==> config.mk <==
export PLATFORM = sky130hd
export DESIGN_NAME = ram_arbiter
export DESIGN_NICKNAME = d
export VERILOG_FILES = /design/src/rtl/ram_arbiter_pkg.sv /design/src/rtl/ram_arbiter_rr_arb2.sv /design/src/rtl/ram_arbiter.sv
export SDC_FILE = /design/constraint.sdc
export NUM_CORES = 1
export LEC_CHECK = 0
export CAP_MARGIN = 15
export CORE_AREA = 2 2 81 83
export DETAILED_ROUTE_END_ITERATION = 16
export DIE_AREA = 0 0 83 85
export GPL_ROUTABILITY_DRIVEN = 0
export PLACE_DENSITY = 0.84
export SLEW_MARGIN = 5
export SYNTH_ARGS = -nofsm -noshare
export SYNTH_HDL_FRONTEND = slang
export SYNTH_HIERARCHICAL = 1
export SYNTH_SLANG_ARGS = --single-unit
==> constraint.sdc <==
create_clock -name clk -period 3.11 [get_ports clk]
set_input_delay 0.622 -clock clk [delete_from_list [all_inputs] [get_ports clk]]
set_output_delay 0.622 -clock clk [all_outputs]
set_load 0.01 [all_outputs]
==> src/rtl/ram_arbiter_pkg.sv <==
// Shared types and constants for the I/D single-port RAM arbiter.
package ram_arbiter_pkg;

  localparam int unsigned LANES  = 4;
  localparam int unsigned LANE_W = 8;

  // One-hot grant encoding: bit 0 = instruction port, bit 1 = data port.
  typedef enum logic [1:0] {
    GNT_NONE = 2'b00,
    GNT_I    = 2'b01,
    GNT_D    = 2'b10
  } gnt_e;

endpackage

==> src/rtl/ram_arbiter_rr_arb2.sv <==
// Two-way combinational arbiter: round-robin on contention, or fixed D priority.
module ram_arbiter_rr_arb2
  import ram_arbiter_pkg::*;
(
  input  logic [1:0] req_i,        // bit 0 = I, bit 1 = D
  input  logic       last_d_i,     // 1 = D held the most recent grant
  input  logic       prio_mode_i,  // 1 = D always wins contention
  output gnt_e       gnt_o_c
);

  always_comb begin
    gnt_o_c = GNT_NONE;
    case (req_i)
      2'b01:   gnt_o_c = GNT_I;
      2'b10:   gnt_o_c = GNT_D;
      2'b11:   gnt_o_c = (prio_mode_i || !last_d_i) ? GNT_D : GNT_I;
      default: gnt_o_c = GNT_NONE;
    endcase
  end

endmodule

==> src/rtl/ram_arbiter.sv <==
// Shares one single-port, byte-writable, 1-cycle-latency RAM between the CPU
// instruction-fetch (I) and load/store (D) ports, one access per cycle.
module ram_arbiter
  import ram_arbiter_pkg::*;
#(
  parameter int unsigned DEPTH         = 16384,
  parameter int unsigned ADDRESS_WIDTH = $clog2(DEPTH),
  parameter int unsigned DATA_WIDTH    = 32,
  parameter int unsigned D_PRIORITY    = 0
) (
  input  logic                     clk,
  input  logic                     rst_n,
  input  logic                     i_req,
  input  logic [ADDRESS_WIDTH-3:0] i_addr,
  output logic                     i_ack,
  output logic [DATA_WIDTH-1:0]    i_rdata,
  input  logic                     d_req,
  input  logic [LANES-1:0]         d_we,
  input  logic [ADDRESS_WIDTH-3:0] d_addr,
  input  logic [DATA_WIDTH-1:0]    d_wdata,
  output logic                     d_ack,
  output logic [DATA_WIDTH-1:0]    d_rdata,
  output logic [LANES-1:0]         ram_we,
  output logic [ADDRESS_WIDTH-3:0] ram_addr,
  output logic [DATA_WIDTH-1:0]    ram_data,
  input  logic [DATA_WIDTH-1:0]    ram_q
);

  localparam logic PRIO_MODE = (D_PRIORITY != 0);

  logic       pend_i_q, pend_i_d;
  logic       pend_d_q, pend_d_d;
  logic       last_d_q, last_d_d;
  logic [1:0] elig_c;
  gnt_e       gnt_c;
  logic       gnt_i_c, gnt_d_c;

  // A port granted last cycle is masked while its ack is out, so a request the
  // requester has not yet dropped is not serviced twice. Nothing is granted in reset.
  always_comb begin
    elig_c[0] = i_req & ~pend_i_q & rst_n;
    elig_c[1] = d_req & ~pend_d_q & rst_n;
  end

  ram_arbiter_rr_arb2 u_rr_arb2 (
    .req_i       (elig_c),
    .last_d_i    (last_d_q),
    .prio_mode_i (PRIO_MODE),
    .gnt_o_c     (gnt_c)
  );

  // RAM is driven straight from the grant so it samples the access this cycle.
  always_comb begin
    gnt_i_c  = (gnt_c == GNT_I);
    gnt_d_c  = (gnt_c == GNT_D);
    ram_we   = gnt_d_c ? d_we : '0;
    ram_addr = gnt_i_c ? i_addr : d_addr;
    ram_data = d_wdata;
    pend_i_d = gnt_i_c;
    pend_d_d = gnt_d_c;
    last_d_d = last_d_q;
    if (gnt_d_c) last_d_d = 1'b1;
    else if (gnt_i_c) last_d_d = 1'b0;
  end

  // Reset clears any in-flight ack; last starts at D so I wins the first contention.
  always_ff @(posedge clk or negedge rst_n) begin
    if (!rst_n) begin
      pend_i_q <= 1'b0;
      pend_d_q <= 1'b0;
      last_d_q <= 1'b1;
    end else begin
      pend_i_q <= pend_i_d;
      pend_d_q <= pend_d_d;
      last_d_q <= last_d_d;
    end
  end

  assign i_ack   = pend_i_q;
  assign d_ack   = pend_d_q;
  assign i_rdata = ram_q;
  assign d_rdata = ram_q;

endmodule

==> flow_summary.rst <==
.. list-table::
   :header-rows: 1

   * - Metric
     - Value
   * - Result of the run
     - completed
   * - Count of yosys warnings during synthesis
     - 6
   * - Final setup slack of the worst path
     - 0.0816 ns
   * - Data arrival time of the critical path
     - 2.41 ns
   * - Leakage power summed over all cells
     - 0.490 nW
   * - HPWL after DPL
     - 1930 µm
   * - Post-synthesis cell type count
     - 14
   * - Iteration count of the initial detailed-routing pass
     - 2
   * - Vias after detailed routing
     - 557
   * - Total of endpoints with negative setup slack in the final report
     - 0
   * - Largest area contributor in the synthesized netlist
     - buf_4
   * - Syn Nets
     - 228
   * - Slowest cell on crit path
     - clkdlybuf4s50_1
   * - Clock tree from TritonCTS
     - done
   * - Number of buffers and inverters on the critical path
     - 4
   * - Crit-path max cell delay
     - 0.44 ns
   * - Root Driver
     - clkbuf_8
   * - Detailed Route Iter0 Violations
     - 2
   * - Final cycle utilization of the critical path
     - 97.4%
   * - Port buffer count
     - 49
   * - Met3 Use GR
     - 3.21%
   * - Routing usage on met2
     - 8.72%
   * - Top post-synthesis cells by area
     - buf_4 65%, mux2_4 13%, dfrtp_1 4.5%
   * - Post-synth EDFFs
     - 0
   * - Area occupied by multi-input gates
     - 303 µm²
   * - Aggregate routed wire length
     - 2240 µm
   * - Count of final hold-check violations
     - 0
   * - Switching share of total power
     - 23.1%
   * - MaxCap Viol Count
     - 0
   * - Comb power frac
     - 43.0%
   * - Final std cells w/o fill
     - 166
   * - Worst IR Drop VDD
     - 168 µV
   * - Number of diodes added for antenna fixing
     - 0
   * - Top-count cell post-synth
     - buf_4
   * - Via density per instance
     - 3.36
   * - Family of cells with the greatest summed delay on the critical path
     - buffers and inverters
   * - Post-synthesis cell area
     - 1110 µm²
   * - Top cells by instance count after synthesis
     - 96 x buf_4, 10 x mux2_4, 4 x and2_1
   * - Area of the placeable core
     - 6200 µm²
   * - CP Launch Type
     - primary input
   * - Clock period minus worst slack
     - 3.03 ns
   * - Die height
     - 85 µm
   * - Global-route wire length before repair
     - 3290 µm
   * - TritonCTS buffer count
     - 3
   * - Worst setup path category
     - in -> out
   * - Fill cell total of the finished layout
     - 688
   * - Path class of the lowest-slack min-delay path
     - in -> async
   * - Worst setup slack before clock tree synthesis
     - -0.244 ns
   * - Clock latency on the worst-skew pair
     - 0.22 ns
   * - Register area
     - 76.3 µm²
   * - Critical Path End Type
     - primary output
   * - Unrepaired setup endpoints after global routing
     - no
   * - Share of flip-flops with an asynchronous set or reset
     - 100%
   * - Most Used Layer, Global Route
     - met4
   * - CP cell instances
     - clkdlybuf4s50_1 > and3b_1 > inv_1 > o21a_1 > ha_2 > buf_12 > mux2_4 > dlygate4sd2_1
   * - Antenna violations before repair
     - 0
   * - Clock sink count
     - 3
   * - Maximum clock skew at final layout
     - 0.000588 ns
   * - Share of the yosys chip area belonging to registers
     - 6.85%
   * - Part of the power in registers
     - 16.7%
   * - Final slew viol count
     - 0
   * - Power density over the cells
     - 265 nW/µm²
   * - Count of antenna-violating nets left after detailed routing
     - 0
   * - Synthesized instance count
     - 129
   * - Mean instance size in the synthesized netlist
     - 8.63 µm²
   * - Number of H-tree branching levels
     - 1
   * - Overall die width
     - 83 µm
   * - Part of the power in the clock network
     - 40.3%
   * - Internal power summed over all cells
     - 0.000215 W
   * - Proportion of layout cells with a drive suffix above 1
     - 28.1%
   * - Highest achievable clock rate
     - 0.330 GHz
   * - Layout area overhead
     - -5.28%
   * - Net switching power of the design
     - 0.0000646 W
   * - # DRC
     - 0
   * - Placed Cells incl. Taps
     - 162
   * - Post-layout nets
     - 189
   * - Minimum hold slack
     - 0.470 ns
   * - Met1 track utilization from global routing
     - 4.62%
   * - Buffer levels on the longest clock path
     - 2
   * - Total GRT Usage
     - 5.92%
   * - Routed wire per std cell
     - 13.5 µm
   * - Synth Flop Type
     - dfrtp_1
   * - # IOs
     - 210
   * - Pin count of the biggest net entering global routing
     - 14
   * - Number of global-route vias before repair
     - 621
   * - Maximum fanout along the worst path
     - 13
   * - Crit path required time
     - 2.49 ns
   * - Die area
     - 7060 µm²
   * - Floorplan row count
     - 29
   * - Count of state elements after synthesis
     - 3
   * - Area share of the leading cell type in the synthesized netlist
     - 64.7%
   * - Initial cell density of the core
     - 17.9%
   * - CTS clock-pin slew for the worst setup and hold paths
     - 0.03 ns
   * - Remaining Overflow, GRT
     - 0
kinds of logic after synthesis:
| group | synth area share, % |
|---|---|
| buffers and inverters | 66.7 |
| multiplexers | 16.5 |
| AND/OR/NAND/NOR | 5.06 |
| adder cells (fa/ha/maj) | 3.37 |
| flip-flops | 6.85 |
| AO/OA/AOI/OAI | 1.12 |
| other | 0.337 |
metrics by stage:
step                      area, µm²  util [%]  power [W]  TNS (ns)
after detailed placement       1010      16.3   0.000179     -2.85
after global placement         1010      16.3   0.000176     -2.36
after global routing           1050      17.0   0.000296         0
after CTS                      1040      16.7   0.000285         0
after floorplan                1110         -   0.000224         0
final                          1050      17.0   0.000280         0
cell type report:
cell class | instances | area share (%)
multi-input combinational | 26 | 28.7
tap | 77 | 9.13
clock buffer | 4 | 4.27
sequential | 3 | 7.24
timing repair buffer | 53 | 49.6
inverter | 3 | 1.07
sequential cells by signal, indices dropped and copies added, names as in the netlist:
| name | cells |
|---|---|
| i_ack | 1 |
| d_ack | 1 |
| last_d_q | 1 |
power groups by stage:
stage / sequential (W) / clock (W) / combinational, W
finish: 0.0000467 / 0.000113 / 0.000120
global route: 0.0000474 / 0.000119 / 0.000129
CTS: 0.0000468 / 0.000116 / 0.000122
detailed placement: 0.0000471 / 0 / 0.000131
global placement: 0.0000467 / 0 / 0.000129
floorplan: 0.0000472 / 0 / 0.000176
per-layer routing:
| layer | wire (µm) | up-vias |
|---|---|---|
| met4 | 281 | 0 |
| met1 | 576 | 225 |
| li1 | - | 224 |
| met3 | 342 | 45 |
| met5 | 0 | - |
| met2 | 1040 | 63 |
repair_timing:
| action | in CTS | in global routing |
|---|---|---|
| hold buffers | 0 | 0 |
| buffers inserted | 0 | 0 |
| pin swaps | 0 | 0 |
| gates resized for setup | 14 | 6 |
| gates cloned | 0 | 0 |
| hold endpoints to repair | 0 | 0 |
| setup endpoints to repair | 16 | 14 |
final timing paths:
check	start	end	slack, ns	cells after the start
min reg2reg	last_d_q	last_d_q	0.62	1
min	rst_n	i_ack	0.47	2
min in group clk	last_d_q	last_d_q	0.62	1
max in group asynchronous	rst_n	last_d_q	2.46	2
max reg2reg	last_d_q	last_d_q	1.52	5
max	d_req	ram_addr[1]	0.08	8
layout by cell type (no fill, tap or decap):
| cell type | count |
|---|---|
| a21oi_2 | 1 |
| and2_1 | 4 |
| and3b_1 | 2 |
| buf_12 | 1 |
| buf_4 | 3 |
| clkbuf_1 | 1 |
| clkbuf_8 | 3 |
| clkdlybuf4s50_1 | 32 |
| conb_1 | 1 |
| dfrtp_1 | 2 |
| dfstp_2 | 1 |
| dlygate4sd2_1 | 14 |
| dlymetal6s2s_1 | 3 |
| ha_1 | 1 |
| ha_2 | 2 |
| inv_1 | 3 |
| mux2_2 | 3 |
| mux2_4 | 10 |
| nor2b_4 | 1 |
| o21a_1 | 1 |
Power figures use the tool's default switching activity.
